===== src/rtl/vga_top.sv =====
// 640x480@60 VGA timing generator with a 4x4 2048-style tile board.
// Colour is 8-bit RRRGGGBB; sync and colour are registered together.
module vga_top (
   input  logic       clk,
   input  logic       clr,
   output logic [2:0] red,
   output logic [2:0] grn,
   output logic [1:0] blu,
   output logic       hsync,
   output logic       vsync
);

   localparam logic [7:0] GAP_RGB = 8'b100_011_01;
   localparam logic [7:0] OFF_RGB = 8'b110_110_10;

   logic [1:0] div_q, div_d;
   logic       pe;
   logic [9:0] hcnt_q, hcnt_d;
   logic [9:0] vcnt_q, vcnt_d;
   logic [3:0] cell_q [16];
   logic [3:0] cell_d [16];
   logic [2:0] red_q, red_d;
   logic [2:0] grn_q, grn_d;
   logic [1:0] blu_q, blu_d;
   logic       hsync_q, hsync_d;
   logic       vsync_q, vsync_d;

   logic       visible;
   logic       on_board;
   logic       col_hit, row_hit;
   logic [1:0] col, row;
   logic [3:0] tile_exp;
   logic [7:0] rgb;

   function automatic logic [7:0] lut(input logic [3:0] e);
      logic [7:0] c;
      case (e)
         4'd0:    c = 8'b101_101_10;
         4'd1:    c = 8'b111_111_10;
         4'd2:    c = 8'b111_110_01;
         4'd3:    c = 8'b111_100_00;
         4'd4:    c = 8'b111_011_00;
         4'd5:    c = 8'b111_010_00;
         4'd6:    c = 8'b111_001_00;
         4'd7:    c = 8'b111_110_00;
         4'd8:    c = 8'b110_110_00;
         4'd9:    c = 8'b101_101_00;
         4'd10:   c = 8'b100_100_00;
         4'd11:   c = 8'b111_111_00;
         default: c = 8'b000_000_00;
      endcase
      return c;
   endfunction

   // Pixel-enable divider and the 800x525 raster counters
   always_comb begin
      div_d  = div_q + 2'd1;
      pe     = (div_q == 2'd3);
      hcnt_d = hcnt_q;
      vcnt_d = vcnt_q;
      if (pe) begin
         if (hcnt_q == 10'd799) begin
            hcnt_d = 10'd0;
            if (vcnt_q == 10'd524) vcnt_d = 10'd0;
            else                   vcnt_d = vcnt_q + 10'd1;
         end else begin
            hcnt_d = hcnt_q + 10'd1;
         end
      end
      cell_d = cell_q;
   end

   // Map the current raster position to sync levels and a colour
   always_comb begin
      visible  = (hcnt_q < 10'd640) && (vcnt_q < 10'd480);
      on_board = (hcnt_q >= 10'd100) && (hcnt_q <= 10'd539) &&
                 (vcnt_q >= 10'd20)  && (vcnt_q <= 10'd459);
      col_hit  = 1'b0;
      row_hit  = 1'b0;
      col      = 2'd0;
      row      = 2'd0;
      for (int c = 0; c < 4; c++) begin
         if (hcnt_q >= 10'(108 + 108 * c) &&
             hcnt_q <= 10'(207 + 108 * c)) begin
            col_hit = 1'b1;
            col     = 2'(c);
         end
         if (vcnt_q >= 10'(28 + 108 * c) &&
             vcnt_q <= 10'(127 + 108 * c)) begin
            row_hit = 1'b1;
            row     = 2'(c);
         end
      end
      tile_exp = cell_q[{row, col}];
      if (!visible)                rgb = 8'd0;
      else if (col_hit && row_hit) rgb = lut(tile_exp);
      else if (on_board)           rgb = GAP_RGB;
      else                         rgb = OFF_RGB;
      {red_d, grn_d, blu_d} = rgb;
      hsync_d = !((hcnt_q >= 10'd656) && (hcnt_q <= 10'd751));
      vsync_d = !((vcnt_q >= 10'd490) && (vcnt_q <= 10'd491));
   end

   // State and output registers; reset loads the demo board
   always_ff @(posedge clk or negedge clr) begin
      if (!clr) begin
         div_q   <= 2'd0;
         hcnt_q  <= 10'd0;
         vcnt_q  <= 10'd0;
         red_q   <= 3'd0;
         grn_q   <= 3'd0;
         blu_q   <= 2'd0;
         hsync_q <= 1'b1;
         vsync_q <= 1'b1;
         for (int i = 0; i < 16; i++) cell_q[i] <= 4'(i % 12);
      end else begin
         div_q   <= div_d;
         hcnt_q  <= hcnt_d;
         vcnt_q  <= vcnt_d;
         red_q   <= red_d;
         grn_q   <= grn_d;
         blu_q   <= blu_d;
         hsync_q <= hsync_d;
         vsync_q <= vsync_d;
         cell_q  <= cell_d;
      end
   end

   assign red   = red_q;
   assign grn   = grn_q;
   assign blu   = blu_q;
   assign hsync = hsync_q;
   assign vsync = vsync_q;

endmodule


===== config.mk =====
export PLATFORM = sky130hd
export DESIGN_NAME = vga_top
export DESIGN_NICKNAME = d
export VERILOG_FILES = /design/src/rtl/vga_top.sv
export SDC_FILE = /design/constraint.sdc
export NUM_CORES = 1
export LEC_CHECK = 0
export CORE_UTILIZATION = 60
export DETAILED_ROUTE_END_ITERATION = 6
export PLACE_DENSITY = 0.79
export SLEW_MARGIN = 5
export SYNTH_ARGS = -nofsm -noshare
export SYNTH_HDL_FRONTEND = slang
export SYNTH_SLANG_ARGS = --single-unit

===== constraint.sdc =====
create_clock -name clk -period 6.8 [get_ports clk]
set_input_delay 1.36 -clock clk [delete_from_list [all_inputs] [get_ports clk]]
set_output_delay 1.36 -clock clk [all_outputs]
set_load 0.02 [all_outputs]

==> results of run 1 <==
sequential cells by signal, indices dropped and copies added, names as in the netlist:
name,count
div_q,2
vsync,1
vcnt_q,10
red,3
grn,3
hsync,1
hcnt_q,10
blu,2
final timing paths:
| kind | start | end | cells past startpoint |
|---|---|---|---|
| setup / recovery | vsync | vsync | 1 |
| max in group asynchronous | clr | hsync | 2 |
| setup reg to reg | hcnt_q[4] | grn[1] | 7 |
| hold / removal | div_q[0] | div_q[0] | 1 |
| min in group asynchronous | clr | vcnt_q[3] | 2 |
| hold reg to reg | div_q[0] | div_q[0] | 1 |
power breakdown:
group	switching, uW	internal, uW
Clock	61.4	51.0
Combinational	3.60	0.876
Sequential	0	190
cells in the final DEF, fill, tap and decap left out, types with 2 or more instances in the layout:
cell type / count
or4_1: 3
and4bb_2: 2
nand4_1: 7
nor3_1: 4
a31oi_1: 5
nor2_1: 17
nor3_4: 2
nor4_2: 2
and3_1: 2
clkbuf_4: 5
nor4_1: 2
nand3_1: 7
nor2b_1: 2
o41ai_1: 2
a21oi_1: 11
nand2b_1: 5
o21ai_0: 16
xnor2_1: 7
a21o_1: 3
ha_1: 6
clkdlybuf4s50_1: 11
xor2_1: 4
dfstp_2: 2
dfrtp_1: 30
nand2_1: 22
inv_1: 10
clkbuf_1: 2
layer usage:
layer	wire (um)	vias up	part of all wire, %	GRT usage, %
met5	0	-	0	0
met4	57	0	1.4	9.09
met3	222	6	5.5	5.33
met2	1910	55	48	41.4
met1	1820	762	45	34.0
li1	-	784	-	-
metrics by stage:
step | area (um^2) | setup slack (ns) | hold slack [ns]
final | 2160 | 4.01 | 0.430
after global placement | 2110 | 4.36 | 0.413
after detailed placement | 2110 | 4.36 | 0.423
after CTS | 2160 | 3.99 | 0.436
after floorplan | 2070 | 4.66 | 0.401
after global routing | 2160 | 3.95 | 0.445
cell type report:
cell class | instances | area share [%]
Multi-Input combinational cell | 159 | 50.5
Inverter | 10 | 1.73
Timing Repair Buffer | 12 | 5.43
Tap cell | 44 | 2.54
Sequential cell | 32 | 37.1
Clock buffer | 8 | 2.72
cell families after synthesis:
kind of cell / count (synthesis) / synth area share (%)
simple gates: 87 / 24.5
fa+ha+maj: 6 / 3.62
flops: 32 / 38.8
xor+xnor: 11 / 4.65
compound gates: 53 / 19.0
buf+inv: 28 / 8.52
mux: 2 / 1.03
Yosys cell counts, types with 2 or more instances:
master	n	share of area, %
buf_6	2	1.1
nand2_1	22	4.0
buf_2	6	1.4
o41ai_1	2	0.85
nor3_1	4	0.97
a31oi_1	5	1.5
nand2b_1	5	1.5
nand4_1	7	2.1
clkbuf_8	2	1.3
a21oi_1	11	2.7
a21o_1	3	1.1
and4bb_2	2	1.2
dfstp_2	2	2.5
or4_1	3	1.1
nand3_1	7	1.7
ha_1	6	3.6
dfrtp_1	30	36
xor2_1	4	1.7
o21ai_0	16	3.9
nor2_1	17	3.1
inv_1	10	1.8
nor3_4	2	1.6
clkbuf_1	7	1.3
xnor2_1	7	3.0
nor4_1	2	0.60
nor2b_1	2	0.60
nor4_2	2	1.2
and3_1	2	0.60
==> results.md, run 1 <==
- Buf/Inv on CP: 1
- Fillers: 254
- Initial drt markers: 79
- Reg-to-reg setup timing slack: 4.33 ns
- Power per standard cell area: 142 nW/um^2
- CP Cell Sequence: clkdlybuf4s50_1
- Peak VDD IR: 0.102 mV
- Site row count: 20
- Post-synth EDFFs: 0
- Final clock skew: 0.00915 ns
- Critical path required time: 5.44 ns
- Antenna Nets Post-Route: 0
- CTS HTree Levels: 2
- Final GP Congestion: 0.895
- Vias in the first global route: 1440
- Routed length per placed instance: 15.1 um
- Finish-stage setup viols: 0
- Slowest Stage Delay on Critical Path: 0.59 ns
- Seq. cell area: between 800 and 900 um^2
- N_diodes: 0
- TritonCTS clock tree: built
- Gate Count Post-Synth: between 200 and 250
- Tmin final: ~2.8 ns
- Register area share after synthesis: approximately two fifths
- FMAX: about 0.36 GHz
- Tightest Pin Transition: 0.700 ns
- Net Count, Synth: 227
- Initial antenna violation count: 0
- IO Pins: 12
- Slew Limit Fails: 0
- Top FF cell, synth: dfrtp_1
- Synthesized area: 2070 um^2
- Initial Util: between 60 and 70%
- Die area: 3690 um^2
- Hold Path Class: reg2reg
- Setup_tns: 0 ns
- Area of the multi-input gates: 1090 um^2
- Post-CTS setup repair buffer count: 0
- IO Port Bufs: 11
- Critical path class: reg2out
- Drt first pass iters: 4
- Chip width: 60.8 um
- Total Routing Usage GR: 25.5%
- Root buffer cell: clkbuf_4
- Layout overhead on the synthesized area: 4.47%
- Yosys Warn Count: 0
- Share of cells above drive strength 1: between 10 and 15%
- Die Span Y: between 60 and 70 um
- Cts bufs inserted: 5
- Final Util: 68.7%
- Clock sink count: 32
- Max-slew headroom: 53.0%
- RSZ-0062 raised after global routing: no
- Leak: 0.000860 uW
- Vias: 1607
- CTS Buffer Depth: 2
- Dpl hpwl: 2790 um
- Max_cap viols: 0
- Run status: completed
- Hold Violations, Final: 0
- Grt total ovfl: 0
- Hold_buf cts: 0
- Largest fanout on the critical path: 1
- WL final: 4010 um
- Final cell count without fillers: 265
- Overall Power: between 300 and 400 uW
- CTS-repair resized insts: 0
- Critical path's slowest cell: clkdlybuf4s50_1
- Largest net degree at the start of global routing: 33
- Crit path launch type: register
- Arrival @ worst endpoint: 1.43 ns
- Vias/cell: 6.06
- Distinct cell type count after synthesis: 57
- Seq cells post-synth: 32
- Dpl cells: 257
- CP top delay family: buffers and inverters
- Asr flop ratio synth: 100%
- Net count, final: between 200 and 250
- Global-route wire length before repair: 6830 um
- Clk_lat worst skew: 0.32 ns
- Crit end category: output port
- Tcrit/Tclk final: 41.1%
- Mean post-synth cell area: between 9 and 10 um^2
- Core area: 3150 um^2
- Worst-path clk slew: approximately 0.10 ns
- # DRC: 0
Note: power is estimated with default switching activity, not from simulation.
==> run 2: changes to the inputs <==
CORE_UTILIZATION = 59   (was 60)
PLACE_DENSITY = 0.78   (was 0.79)
clock period = 2.68 ns   (was 6.8 ns; I/O delays follow)
==> results.md, run 2 (synthesis gave the netlist of run 1 again) <==
- Run status: completed
- Final GP Congestion: 0.986
- Max_cap viols: 0
- Die area: 3750 um^2
- Share of cells above drive strength 1: 14.2%
- Hold Crit Start: div_q[0]
- Arrival @ worst endpoint: 2.58 ns
- Dpl hpwl: 2870 um
- CTS Buffer Depth: 2
- Worst setup margin: 0.310 ns
- CP Cell Sequence: or4_1, a22o_1, nor3_4, ha_1, nand2b_1, nand3_1, a21oi_1
- RSZ-0062 raised after global routing: no
- Crit. Startpoint: hcnt_q[3]
- Leading cell type in the layout, fill and taps excluded: dfrtp_1
- Finish-stage setup viols: 0
- Initial Util: 61.6%
- Tmin final: 2.37 ns
- Total Routing Usage GR: 23.8%
- RR Startpoint: hcnt_q[3]
- Tcrit/Tclk final: about nine tenths
- Largest net degree at the start of global routing: 33
- Clock sink count: 32
- IO Port Bufs: 11
- Slowest Stage Delay on Critical Path: 0.56 ns
- Site row count: 21
- # DRC: 0
- Power per standard cell area: between 300 and 400 nW/um^2
- Routed length per placed instance: 14.7 um
- Setup_tns: 0 ns
- Chip width: 61.3 um
- Leak: roughly 0.00088 uW
- Most frequent cells in the layout: dfrtp_1 (30), nand2_1 (22), nor2_1 (17)
- IO Pins: 12
- Tightest Pin Transition: around 0.53 ns
- Crit path launch type: register
- Drt first pass iters: 4
- Grt total ovfl: 0
- Global-route wire length before repair: 6490 um
- N_diodes: 0
- Initial drt markers: 138
- Vias/cell: roughly 6.0
- CTS-repair resized insts: 0
- Max-slew headroom: 64.1%
- Initial antenna violation count: 0
- FMAX: 0.422 GHz
- Root buffer cell: clkbuf_4
- Cts bufs inserted: 5
- Final clock skew: 0.00690 ns
- Hold Violations, Final: 0
- Vias: 1620
- Die Span Y: 61.3 um
- Largest regs: hcnt_q: 10 flops, vcnt_q: 10 flops
- Layout overhead on the synthesized area: 6.04%
- WL final: 3980 um
- Vias in the first global route: between 1000 and 1500
- Largest fanout on the critical path: 12
- Critical path required time: 2.89 ns
- Critical path's slowest cell: or4_1
- Hold_buf cts: 0
- Critical path class: reg2reg
- Antenna Nets Post-Route: 0
- TritonCTS clock tree: built
- Post-CTS setup repair buffer count: 0
- Crit end category: register
- Hold Path Class: reg2reg
- Worst-path clk slew: 0.10 ns
- Core area: 3360 um^2
- CTS HTree Levels: 2
- Setup WS pre-CTS: approximately 0.34 ns
- Slew Limit Fails: 0
- Net count, final: 232
- Peak VDD IR: 0.194 mV
- Clk_lat worst skew: 0.34 ns
==> run 2: final cells by class <==
type                       instances  area (um^2)
clock buffer                       8         58.8
fill                             306         1170
inverter                          10         37.5
multi-input combinational        159         1090
sequential                        32          803
tap                               46         57.6
timing repair buffer              16          148
==> run 2: final timing paths <==
| kind | end | slack [ns] | cells past startpoint |
|---|---|---|---|
| max | grn[1] | 0.31 | 7 |
| min | div_q[0] | 0.45 | 1 |
| max reg2reg | grn[1] | 0.31 | 7 |
| min reg2reg | div_q[0] | 0.45 | 1 |
| max in group asynchronous | hsync | 1.77 | 2 |
| min in group asynchronous | vcnt_q[7] | 0.59 | 2 |
==> run 2: metal layers <==
layer	vias to the layer above	track usage, %	part of all wire (%)
li1	795	-	-
met1	783	29.3	45
met2	32	39.3	50
met3	10	6.72	3.1
met4	0	10.1	2.1
met5	-	0	0
==> run 2: metrics by stage <==
stage / instance area [um^2] / hold slack [ns] / std cells / utilization (%) / total power, uW
6_report: 2200 / 0.450 / 271 / 65.3 / 784
4_1_cts: 2200 / 0.460 / 271 / 65.3 / 797
5_1_grt: 2200 / 0.472 / 271 / 65.3 / 816
3_5_place_dp: 2140 / 0.445 / 263 / 63.6 / 504
2_1_floorplan: 2070 / 0.240 / 219 / - / 492
3_3_place_gp: 2140 / 0.412 / 263 / 63.6 / 504
==> run 2: where the power goes <==
group | switching [uW] | internal, uW | leakage, uW
Combinational | 8.93 | 2.23 | 0.000449
Clock | 161 | 129 | 0.0000326
Sequential | 0 | 483 | 0.000400
==> run 2: worst max-delay path: cells and delay by family, from the launching register on <==
| family | cells | cell delay, ns |
|---|---|---|
| and+or+nand+nor | 4 | 1.09 |
| AOI/OAI and AO/OA | 2 | 0.37 |
| adders and majority gates | 1 | 0.30 |
| DFF | 1 | 0.51 |
